<file path="src/rtl/jtag_master_pkg.sv">
// Shared op codes, FSM state encoding and header-length helper for the JTAG master.
package jtag_master_pkg;

  localparam logic [1:0] OP_RESET = 2'd0;
  localparam logic [1:0] OP_IR    = 2'd1;
  localparam logic [1:0] OP_DR    = 2'd2;
  localparam logic [1:0] OP_IDLE  = 2'd3;

  // Five TMS=1 slots reach Test-Logic-Reset from anywhere, one TMS=0 slot lands in RTI.
  localparam int unsigned INIT_SLOTS = 6;

  // StRst is held only while reset is asserted, so outputs show their quiet values.
  typedef enum logic [2:0] {
    StRst,
    StInit,
    StIdle,
    StHdr,
    StShift,
    StTrail,
    StDone
  } state_t;

  // Number of TMS header slots for fixed-length headers (idle op uses its len instead).
  function automatic int unsigned hdr_slots(input logic [1:0] op);
    case (op)
      OP_IR:    hdr_slots = 4;
      OP_DR:    hdr_slots = 3;
      OP_RESET: hdr_slots = 6;
      default:  hdr_slots = 0;
    endcase
  endfunction

endpackage

</file>
<file path="src/rtl/jtag_tck_gen.sv">
// TCK generator: one bit slot is 2*CLKDIV sysclk cycles, tck high for the last CLKDIV.
module jtag_tck_gen #(
  parameter int unsigned CLKDIV = 4
) (
  input  logic i_clk,
  input  logic i_rst_n,
  input  logic i_en,
  output logic o_tck,
  output logic o_slot_end,
  output logic o_rise
);

  localparam int unsigned CW = (CLKDIV > 1) ? $clog2(2 * CLKDIV) : 1;

  logic [CW-1:0] r_cnt;
  logic          r_tck;
  logic          w_wrap;
  logic [CW:0]   w_cnt_nxt;

  assign w_wrap    = (r_cnt == CW'(2 * CLKDIV - 1));
  assign w_cnt_nxt = (CW + 1)'(r_cnt) + 1'b1;

  // Half-period counter; held at zero with tck low whenever the FSM does not need clocks.
  always_ff @(posedge i_clk) begin
    if (!i_rst_n || !i_en) begin
      r_cnt <= '0;
      r_tck <= 1'b0;
    end else begin
      r_cnt <= w_wrap ? '0 : r_cnt + 1'b1;
      r_tck <= !w_wrap && (w_cnt_nxt >= (CW + 1)'(CLKDIV));
    end
  end

  assign o_tck      = r_tck;
  // Last cycle of a slot: the FSM advances here so tms/tdi change together with tck falling.
  assign o_slot_end = i_en && w_wrap;
  // tck goes 0->1 on this edge; tdo is sampled on the same edge.
  assign o_rise     = i_en && (r_cnt == CW'(CLKDIV - 1));

endmodule

</file>
<file path="src/rtl/jtag_master.sv">
// Host-side JTAG initiator: runs TAP reset, IR/DR scans and idle clocks from single commands.
module jtag_master
  import jtag_master_pkg::*;
#(
  parameter int unsigned MAXBITS = 32,
  parameter int unsigned CLKDIV  = 4
) (
  input  logic                         i_sysclk,
  input  logic                         i_reset_n,
  input  logic                         i_cmd_valid,
  output logic                         o_cmd_ready,
  input  logic [1:0]                   i_cmd_op,
  input  logic [$clog2(MAXBITS+1)-1:0] i_cmd_len,
  input  logic [MAXBITS-1:0]           i_cmd_data,
  output logic                         o_rsp_valid,
  output logic [MAXBITS-1:0]           o_rsp_data,
  output logic                         o_busy,
  output logic                         o_tck,
  output logic                         o_tms,
  output logic                         o_tdi,
  input  logic                         i_tdo
);

  localparam int unsigned LW = $clog2(MAXBITS + 1);
  localparam int unsigned IW = (LW > 3) ? LW : 3;

  state_t             r_state, w_state_d;
  logic [IW-1:0]      r_idx;
  logic [1:0]         r_op;
  logic [LW-1:0]      r_len;
  logic [MAXBITS-1:0] r_data, r_mask, r_rsp;

  logic               w_en, w_adv, w_rise, w_accept, w_phase_last;
  logic [LW-1:0]      w_len_clamp;
  logic [IW-1:0]      w_last;

  jtag_tck_gen #(
    .CLKDIV(CLKDIV)
  ) u_tck_gen (
    .i_clk     (i_sysclk),
    .i_rst_n   (i_reset_n),
    .i_en      (w_en),
    .o_tck     (o_tck),
    .o_slot_end(w_adv),
    .o_rise    (w_rise)
  );

  assign w_accept     = (r_state == StIdle) && i_cmd_valid;
  assign w_len_clamp  = (i_cmd_len > LW'(MAXBITS)) ? LW'(MAXBITS) : i_cmd_len;
  assign w_phase_last = w_adv && (r_idx == w_last);

  // Index of the final slot of the current phase.
  always_comb begin
    w_last = '0;
    case (r_state)
      StInit:  w_last = IW'(INIT_SLOTS - 1);
      StHdr:   w_last = (r_op == OP_IDLE) ? IW'(r_len) - IW'(1) : IW'(hdr_slots(r_op) - 1);
      StShift: w_last = IW'(r_len) - IW'(1);
      StTrail: w_last = IW'(1);
      default: w_last = '0;
    endcase
  end

  // State register.
  always_ff @(posedge i_sysclk) begin
    if (!i_reset_n) r_state <= StRst;
    else            r_state <= w_state_d;
  end

  // Next-state logic; zero-length scans and idle ops skip straight to DONE.
  always_comb begin
    w_state_d = r_state;
    case (r_state)
      StRst:   w_state_d = StInit;
      StInit:  if (w_phase_last) w_state_d = StIdle;
      StIdle: begin
        if (i_cmd_valid) begin
          w_state_d = (i_cmd_op != OP_RESET && w_len_clamp == '0) ? StDone : StHdr;
        end
      end
      StHdr: begin
        if (w_phase_last) w_state_d = (r_op == OP_IR || r_op == OP_DR) ? StShift : StDone;
      end
      StShift: if (w_phase_last) w_state_d = StTrail;
      StTrail: if (w_phase_last) w_state_d = StDone;
      StDone:  w_state_d = StIdle;
      default: w_state_d = StRst;
    endcase
  end

  // Command latch, slot index, TDI shifter and TDO capture (one-hot mask selects the bit).
  always_ff @(posedge i_sysclk) begin
    if (!i_reset_n) begin
      r_idx  <= '0;
      r_op   <= OP_RESET;
      r_len  <= '0;
      r_data <= '0;
      r_mask <= '0;
      r_rsp  <= '0;
    end else if (w_accept) begin
      r_idx  <= '0;
      r_op   <= i_cmd_op;
      r_len  <= w_len_clamp;
      r_data <= i_cmd_data;
      r_mask <= MAXBITS'(1);
      r_rsp  <= '0;
    end else begin
      if (w_adv) r_idx <= w_phase_last ? '0 : r_idx + 1'b1;
      if (r_state == StShift && w_rise) r_rsp <= r_rsp | (r_mask & {MAXBITS{i_tdo}});
      if (r_state == StShift && w_adv) begin
        r_data <= r_data >> 1;
        r_mask <= r_mask << 1;
      end
    end
  end

  // Outputs decoded from state and slot index; they only change at slot boundaries.
  always_comb begin
    o_cmd_ready = (r_state == StIdle);
    o_busy      = (r_state != StIdle) && (r_state != StRst);
    o_rsp_valid = (r_state == StDone);
    w_en        = (r_state == StInit) || (r_state == StHdr) ||
                  (r_state == StShift) || (r_state == StTrail);
    o_tdi       = (r_state == StShift) ? r_data[0] : 1'b0;
    o_tms       = 1'b0;
    case (r_state)
      StRst:   o_tms = 1'b1;
      StInit:  o_tms = (r_idx < IW'(INIT_SLOTS - 1));
      StHdr: begin
        case (r_op)
          OP_IR:    o_tms = (r_idx < IW'(2));
          OP_DR:    o_tms = (r_idx == '0);
          OP_RESET: o_tms = (r_idx < IW'(5));
          default:  o_tms = 1'b0;
        endcase
      end
      StShift: o_tms = (r_idx == w_last);
      StTrail: o_tms = (r_idx == '0);
      default: o_tms = 1'b0;
    endcase
  end

  assign o_rsp_data = r_rsp;

endmodule

</file>
<file path="config.mk">
export PLATFORM = sky130hd
export DESIGN_NAME = jtag_master
export DESIGN_NICKNAME = d
export VERILOG_FILES = /design/src/rtl/jtag_master_pkg.sv /design/src/rtl/jtag_tck_gen.sv /design/src/rtl/jtag_master.sv
export SDC_FILE = /design/constraint.sdc
export NUM_CORES = 1
export LEC_CHECK = 0
export ABC_AREA = 1
export BUFFER_PORTS_ARGS = -buffer_cell sky130_fd_sc_hd__clkbuf_2
export CORE_MARGIN = 5
export CORE_UTILIZATION = 45
export CTS_CLUSTER_SIZE = 20
export DETAILED_ROUTE_END_ITERATION = 7
export HOLD_SLACK_MARGIN = 0.08
export PLACE_DENSITY_LB_ADDON = 0.2
export SETUP_SLACK_MARGIN = 0.4
export SYNTH_ARGS = -nofsm -noshare
export SYNTH_HDL_FRONTEND = slang
export SYNTH_SLANG_ARGS = --single-unit
</file>
<file path="constraint.sdc">
create_clock -name i_sysclk -period 3.1 [get_ports i_sysclk]
set_input_delay 0.31 -clock i_sysclk [delete_from_list [all_inputs] [get_ports i_sysclk]]
set_output_delay 0.31 -clock i_sysclk [all_outputs]
set_load 0.01 [all_outputs]
</file>
==> impl_metrics.sql, run 1 <==
INSERT INTO impl_metrics (metric_group, metric, value, unit) VALUES
('min_path', 'timing.hold.worst_endpoint', 'r_len[4]$_SDFFE_PN0P_', ''),
('route', 'drt_iter0_drc', '333', ''),
('floorplanning', 'die_area', '12900', 'sq um'),
('timing', 'worstMarginPinSlew', '0.639', 'ns'),
('clock_tree', 'total_clock_buffers_created_by_cts', '17', ''),
('global_route', 'grt_pass1_vias', '4227', ''),
('global_route', 'grt_util_all_layers', '0.180', ''),
('critical_path', 'r2r_cells', '7', ''),
('route', 'met2WireLength', '5690', 'um'),
('timing', 'clock-skew-final', '0.0123', 'ns'),
('route', 'route.vias.total', '4342', ''),
('critical_path', 'r2r-end', 'r_data[6]$_SDFFE_PN0P_', ''),
('critical_path', 'worst_setup_path_start_kind', 'flop', ''),
('timing', 'layout_worst_path_cycle_share', '0.813', ''),
('clock_tree', 'clock_tree.root_cell', 'clkbuf_8', ''),
('layout', 'layout-area-overhead-vs-synth', '25.8', '%'),
('route', 'routed_via_density', '5.10', ''),
('route', 'wirelength', '11400', 'um'),
('logic_synthesis', 'synth_edf_count', '0', ''),
('logic_synthesis', 'synth-async-reset-ratio', '0', ''),
('floorplanning', 'die_w', '114', 'um'),
('critical_path', 'endpoint_kind', 'output port', ''),
('power', 'power_density', '760', 'nW/um^2'),
('clock_tree', 'cts.clk_slew.worst_paths', '0.06', 'ns'),
('layout', 'post_route_cells_drive_above_1_share', '0.218', ''),
('logic_synthesis', 'synthDominantAreaCellType', 'dfxtp_1', ''),
('timing', 'fin_hold_ws', '0.115', 'ns'),
('route', 'drt_drc_violations_left', '0', ''),
('placement', 'io_buffers', '81', ''),
('clock_tree', 'cts-root-to-sink-buffers', '2', ''),
('global_route', 'initial_antenna_violation_count', '0', ''),
('layout', 'antenna-diode-count', '0', ''),
('logic_synthesis', 'synthesis.area', '4820', 'sq um'),
('global_route', 'total_congestion_overflow', '0', ''),
('min_path', 'min_path_type', 'input port to flop', ''),
('logic_synthesis', 'synth.area.top_cells', 'dfxtp_1 49%, nand2_1 10%, a21oi_1 7.6%', ''),
('layout', 'layout.cells.most_common', 'nand2_1', ''),
('critical_path', 'path_max_fanout', '6', ''),
('timing', 'report.final.slew_viol_count', '0', ''),
('floorplanning', 'core_area', '10400', 'sq um'),
('power', 'power.leakage', '2.45', 'nW'),
('logic_synthesis', 'post_synth_num_cell_types', '32', ''),
('placement', 'globalplace.congestion', '0.897', ''),
('floorplanning', 'design.portCount', '82', ''),
('route', 'highest-signal-layer', 'met4', ''),
('status', 'outcome', 'complete, no violations', ''),
('logic_synthesis', 'area_share_of_the_leading_cell_type_in_the_synthesized_netlist', '0.486', ''),
('timing', 'grt_setup_unrepaired', 'no', ''),
('clock_tree', 'cts_tree', 'yes', ''),
('clock_tree', 'clk-insertion-delay-late', '0.51', 'ns'),
('route', 'routedLengthMet1', '5090', 'um'),
('route', 'routedWlPerCell', '13.4', 'um'),
('critical_path', 'worst-setup-path-type', 'flop to output port', ''),
('floorplanning', 'core_rows', '37', ''),
('placement', 'post-dp-hpwl', '7520', 'um'),
('critical_path', 'worst_ep_arrival_time', '2.21', 'ns'),
('route', 'drtPass1Iterations', '5', ''),
('timing', 'fmaxAchievable', '397', 'MHz'),
('clock_tree', 'cts_sinks', '117', ''),
('min_path', 'holdPathStages', '3', ''),
('min_path', 'hold_path.startpoint', 'i_cmd_len[4]', ''),
('layout', 'finish.net_count', '761', ''),
('global_route', 'grt_max_degree', '66', ''),
('critical_path', 'ff2ff_setup_slack', '1.08', 'ns'),
('route', 'met3RoutedLength', '509', 'um'),
('timing', 'period_minus_slack', '2.52', 'ns'),
('logic_synthesis', 'postSynthCellCount', '622', ''),
('timing', 'max-slew-margin-rel', '0.574', ''),
('critical_path', 'critical_path.reg2reg.startpoint', 'r_state[2]$_SDFFE_PN0P_', ''),
('logic_synthesis', 'flip_flop_and_latch_count_after_synthesis', '117', ''),
('logic_synthesis', 'ys.flop_type', 'dfxtp_1', '');
## where the power goes
group	internal [mW]	switching [mW]
sequential	1.63	0.0999
clock	1.23	0.709
combinational	0.337	0.603
total	3.20	1.41
## how the worst max path moves through the flow
stage / start / end / slack [ns] / cells past startpoint
5_1_grt: r_op[0]$_SDFFE_PN0P_ / o_tms / 0.40 / 11
2_1_floorplan: r_op[0]$_SDFFE_PN0P_ / o_tms / 1.14 / 11
4_1_cts: r_op[0]$_SDFFE_PN0P_ / o_tms / 0.42 / 12
6_report: r_op[0]$_SDFFE_PN0P_ / o_tms / 0.58 / 12
3_5_place_dp: r_op[0]$_SDFFE_PN0P_ / o_tms / 0.88 / 12
3_3_place_gp: r_state[2]$_SDFFE_PN0P_ / o_tms / 0.96 / 10
## kinds of logic after synthesis
| group | Yosys count | share of synthesized area |
|---|---|---|
| AO/OA/AOI/OAI | 151 | 0.184 |
| XOR/XNOR | 3 | 0.00545 |
| adder cells (fa/ha/maj) | 13 | 0.0337 |
| flip-flops | 117 | 0.486 |
| AND/OR/NAND/NOR | 241 | 0.210 |
| buffers and inverters | 97 | 0.0810 |
## worst max-delay path, stage by stage, from the launching register on
cell and delay (ns):
dfxtp_4 0.37, ha_4 0.18, or2_4 0.23, nand2_2 0.07, nand2_4 0.06, nand2_1 0.07, nand3_1 0.06, nand2_1 0.08
nand2_1 0.06, nor2_2 0.13, nand2_2 0.09, o221ai_2 0.16, buf_2 0.16
## metrics by stage
stage	std cells	instance area (sq um)	setup slack [ns]	util
floorplan	622	4820	1.14	-
global placement	814	5320	0.962	0.513
detailed placement	814	5320	0.885	0.513
CTS	851	5980	0.416	0.577
global route	852	6070	0.400	0.585
finish	852	6070	0.580	0.585
## cells in the mapped netlist (2+ instances only)
master / number
buf_2: 9
a31oi_1: 2
or2_2: 2
nor2_4: 2
xor2_1: 3
buf_6: 2
a221oi_1: 28
nor2_2: 3
o22ai_1: 5
nor2_1: 60
clkbuf_1: 20
ha_1: 13
nand3_1: 28
nand2_1: 132
nand2_2: 5
inv_1: 63
o221ai_1: 2
o21ai_0: 37
dfxtp_1: 117
nor4_1: 2
nand4_1: 2
a21oi_1: 73
inv_2: 3
## metal layers
metal  global-route usage  vias to the layer above
li1                     -                     2232
met1                0.217                     2018
met2                0.302                       82
met3               0.0488                       10
met4               0.0737                        0
met5                    0                        -
## state kept, by name, indices dropped and copies added, names as in the netlist
signal and flops:
o_rsp_data 32, u_tck_gen.o_tck 1, r_len 6, r_idx 6
r_state 3, r_op 2, r_mask 32, u_tck_gen.r_cnt 3
r_data 32
## cell type report
| type | count | area (sq um) | share of cell area |
|---|---|---|---|
| inverter | 66 | 248 | 0.0408 |
| multi-input combinational | 408 | 2170 | 0.358 |
| timing repair buffer | 94 | 531 | 0.0874 |
| clock inverter | 13 | 174 | 0.0287 |
| tap | 136 | 170 | 0.0280 |
| clock buffer | 18 | 418 | 0.0689 |
| sequential | 117 | 2350 | 0.388 |
## timing repair
action / 4_1_cts / 5_1_grt
resized for setup: 3 / 26
setup endpoints to repair: 1 / 1
hold buffers: 6 / 0
buffers inserted: 0 / 1
endpoints found under the hold margin: 6 / 0
cloned: 0 / 0
pin swaps: 0 / 8
No activity file was read; power rests on OpenSTA's default activity.
==> inputs of run 2 (changes only) <==
- clock period: 3.1 -> 2.4 ns (I/O delays scaled with it)
==> impl_metrics.sql, run 2 (synthesis gave the netlist of run 1 again) <==
INSERT INTO impl_metrics (metric_group, metric, value, unit) VALUES
('status', 'outcome', 'finished, violations left', ''),
('status', 'failing_checks', 'negative setup slack', ''),
('global_route', 'grt_first_pass_wirelength', '20600', 'um'),
('clock_tree', 'cts_tree', 'yes', ''),
('route', 'drtAntennaViolNets', '0', ''),
('timing', 'report.final.slew_viol_count', '0', ''),
('clock_tree', 'cts-htree-levels', '4', ''),
('timing', 'hold_viol_final', '0', ''),
('critical_path', 'path_max_fanout', '5', ''),
('floorplanning', 'chipHeight', '114', 'um'),
('job', 'max-cap-violations', '0', ''),
('min_path', 'hold_path.startpoint', 'i_cmd_data[6]', ''),
('power', 'comb_power_share', '0.306', ''),
('power', 'clock_power_share', '0.365', ''),
('critical_path', 'crit_required', '2.16', 'ns'),
('timing', 'grt_setup_unrepaired', 'yes', ''),
('timing', 'finalSetupViolCount', '6', ''),
('global_route', 'use_met1', '0.225', ''),
('timing', 'worstMarginPinSlew', '0.457', 'ns'),
('timing', 'clock-skew-final', '0.00572', 'ns'),
('route', 'wirelength', '12700', 'um'),
('global_route', 'global_route.peak_usage_layer', 'met2', ''),
('route', 'drt_iter0_drc', '305', ''),
('route', 'drtPass1Iterations', '5', ''),
('min_path', 'holdPathStages', '3', ''),
('timing', 'period_minus_slack', '2.52', 'ns'),
('layout', 'antenna-diode-count', '0', ''),
('layout', 'layout.cells.most_common', 'nand2_1', ''),
('route', 'route.vias.total', '4725', ''),
('critical_path', 'ff2ff_setup_slack', '-0.10', 'ns'),
('timing', 'fmaxAchievable', '396', 'MHz'),
('global_route', 'total_congestion_overflow', '0', ''),
('critical_path', 'worst_ep_arrival_time', '2.28', 'ns'),
('floorplanning', 'die_w', '114', 'um'),
('global_route', 'initial_antenna_violation_count', '0', ''),
('clock_tree', 'clk-insertion-delay-late', '0.51', 'ns'),
('power', 'p_total', '6.85', 'mW'),
('critical_path', 'worst_setup_path_start_kind', 'flop', ''),
('layout', 'layout-area-overhead-vs-synth', '40.1', '%'),
('clock_tree', 'clock_tree.root_cell', 'clkbuf_8', ''),
('timing', 'layout_worst_path_cycle_share', '1.05', ''),
('critical_path', 'r2r_cells', '21', ''),
('global_route', 'grt_util_all_layers', '0.195', ''),
('floorplanning', 'core_rows', '37', ''),
('layout', 'finish.net_count', '813', ''),
('placement', 'io_buffers', '81', ''),
('critical_path', 'worst-setup-path-type', 'flop to output port', ''),
('global_route', 'grt.met3_usage', '0.0488', ''),
('floorplanning', 'design.portCount', '82', ''),
('power', 'power.internal', '4.69', 'mW'),
('placement', 'post-dp-hpwl', '7400', 'um'),
('critical_path', 'critical_path.reg2reg.startpoint', 'r_op[1]$_SDFFE_PN0P_', ''),
('global_route', 'grt_pass1_vias', '4636', ''),
('power', 'power.leakage', '2.75', 'nW'),
('timing', 'setup_slack', '-0.123', 'ns'),
('global_route', 'grt_max_degree', '63', ''),
('power', 'ir_worst_vdd', '0.000541', 'V'),
('floorplanning', 'die_area', '12900', 'sq um'),
('critical_path', 'r2r-end', 'r_state[0]$_SDFFE_PN0P_', ''),
('global_route', 'use_met2', '0.333', ''),
('clock_tree', 'total_clock_buffers_created_by_cts', '17', ''),
('critical_path', 'endpoint_kind', 'output port', ''),
('route', 'routedWlPerCell', '14.0', 'um'),
('min_path', 'min_path_type', 'input port to flop', ''),
('power', 'switching_power', '2.17', 'mW'),
('power', 'power_density', '1010', 'nW/um^2'),
('route', 'drt_drc_violations_left', '0', ''),
('power', 'power.share.sequential', '0.329', ''),
('timing', 'max-slew-margin-rel', '0.695', ''),
('layout', 'utilization', '0.651', ''),
('min_path', 'timing.hold.worst_endpoint', 'r_data[6]$_SDFFE_PN0P_', ''),
('clock_tree', 'cts.clk_slew.worst_paths', '0.06', 'ns'),
('clock_tree', 'cts_sinks', '117', ''),
('route', 'routed_via_density', '5.22', ''),
('layout', 'post_route_cells_drive_above_1_share', '0.263', ''),
('floorplanning', 'core_area', '10400', 'sq um'),
('clock_tree', 'cts-root-to-sink-buffers', '2', ''),
('floorplanning', 'initial_util', '0.465', ''),
('placement', 'globalplace.congestion', '0.875', ''),
('power', 'switching_share', '0.316', ''),
('layout', 'most-common-layout-cells', '121 x nand2_1, 111 x dfxtp_1, 80 x clkbuf_2, 71 x a21oi_1, 59 x inv_1', '');
[run 2: cell types whose count changed in the layout (fill, tap and decap cells not counted), sizes merged]
cell / delta
clkinv: +5
inv: -2
clkinvlp: -1
clkbuf: -1
buf: +19
dlygate4sd3: +33
[run 2: worst max-delay path by stage]
stage / endpoint / from / cells after the start
floorplan: o_tms / r_op[0]$_SDFFE_PN0P_ / 11
global route: o_tms / r_state[0]$_SDFFE_PN0P_ / 11
finish: o_tms / r_op[1]$_SDFFE_PN0P_ / 12
detailed placement: o_tms / r_op[0]$_SDFFE_PN0P_ / 12
global placement: o_tms / r_op[0]$_SDFFE_PN0P_ / 12
CTS: o_tms / r_op[1]$_SDFFE_PN0P_ / 12
[run 2: stage by stage]
stage          TNS, ns  instances  area (sq um)  hold WS, ns  worst slack [ns]
2_1_floorplan        0        622          4820        0.387             0.514
4_1_cts        -0.0819        903          6560       0.0892           -0.0703
5_1_grt         -0.861        905          6760       0.0936            -0.216
3_5_place_dp         0        814          5320        0.440             0.222
3_3_place_gp         0        814          5320        0.428             0.326
6_report        -0.342        905          6760       0.0896            -0.123
[run 2: repair_timing]
item | in CTS | in global routing
endpoints found under the hold margin | 36 | 0
resized for setup | 35 | 47
setup buffers | 18 | 2
hold buffers | 39 | 0
pin swaps | 14 | 16
endpoints found under the setup margin | 4 | 74
[run 2: area by class of cell]
cell class | count | area, sq um
inverters | 66 | 260
fillers | 857 | 3610
clock buffers | 17 | 414
clock inverters | 15 | 181
well taps | 136 | 170
multi-input cells | 408 | 2340
flip-flops and latches | 117 | 2360
repair buffers | 146 | 1030
[run 2: power groups by stage]
| stage | Sequential, mW | Combinational [mW] | Clock, mW |
|---|---|---|---|
| floorplan | 2.21 | 0.883 | 0 |
| global placement | 2.24 | 1.09 | 0 |
| detailed placement | 2.25 | 1.10 | 0 |
| CTS | 2.24 | 1.63 | 2.54 |
| global route | 2.27 | 2.28 | 2.64 |
| finish | 2.26 | 2.09 | 2.50 |
[run 2: routing by layer]
metal  share of wire  wire (um)
met1            0.41       5240
met3           0.055        694
met4           0.035        446
met5               0          0
met2            0.50       6290
[run 2: worst max-delay path, stage by stage, from the launching register on]
cell and delay (ns):
dfxtp_4 0.38, ha_4 0.17, or2_4 0.26, nand2_4 0.07, nand2_4 0.07, nand3_2 0.08
nand2_1 0.06, nand2_1 0.08, nand2_2 0.06, nor2_4 0.13, nand2_2 0.09, o221ai_2 0.16
buf_2 0.16
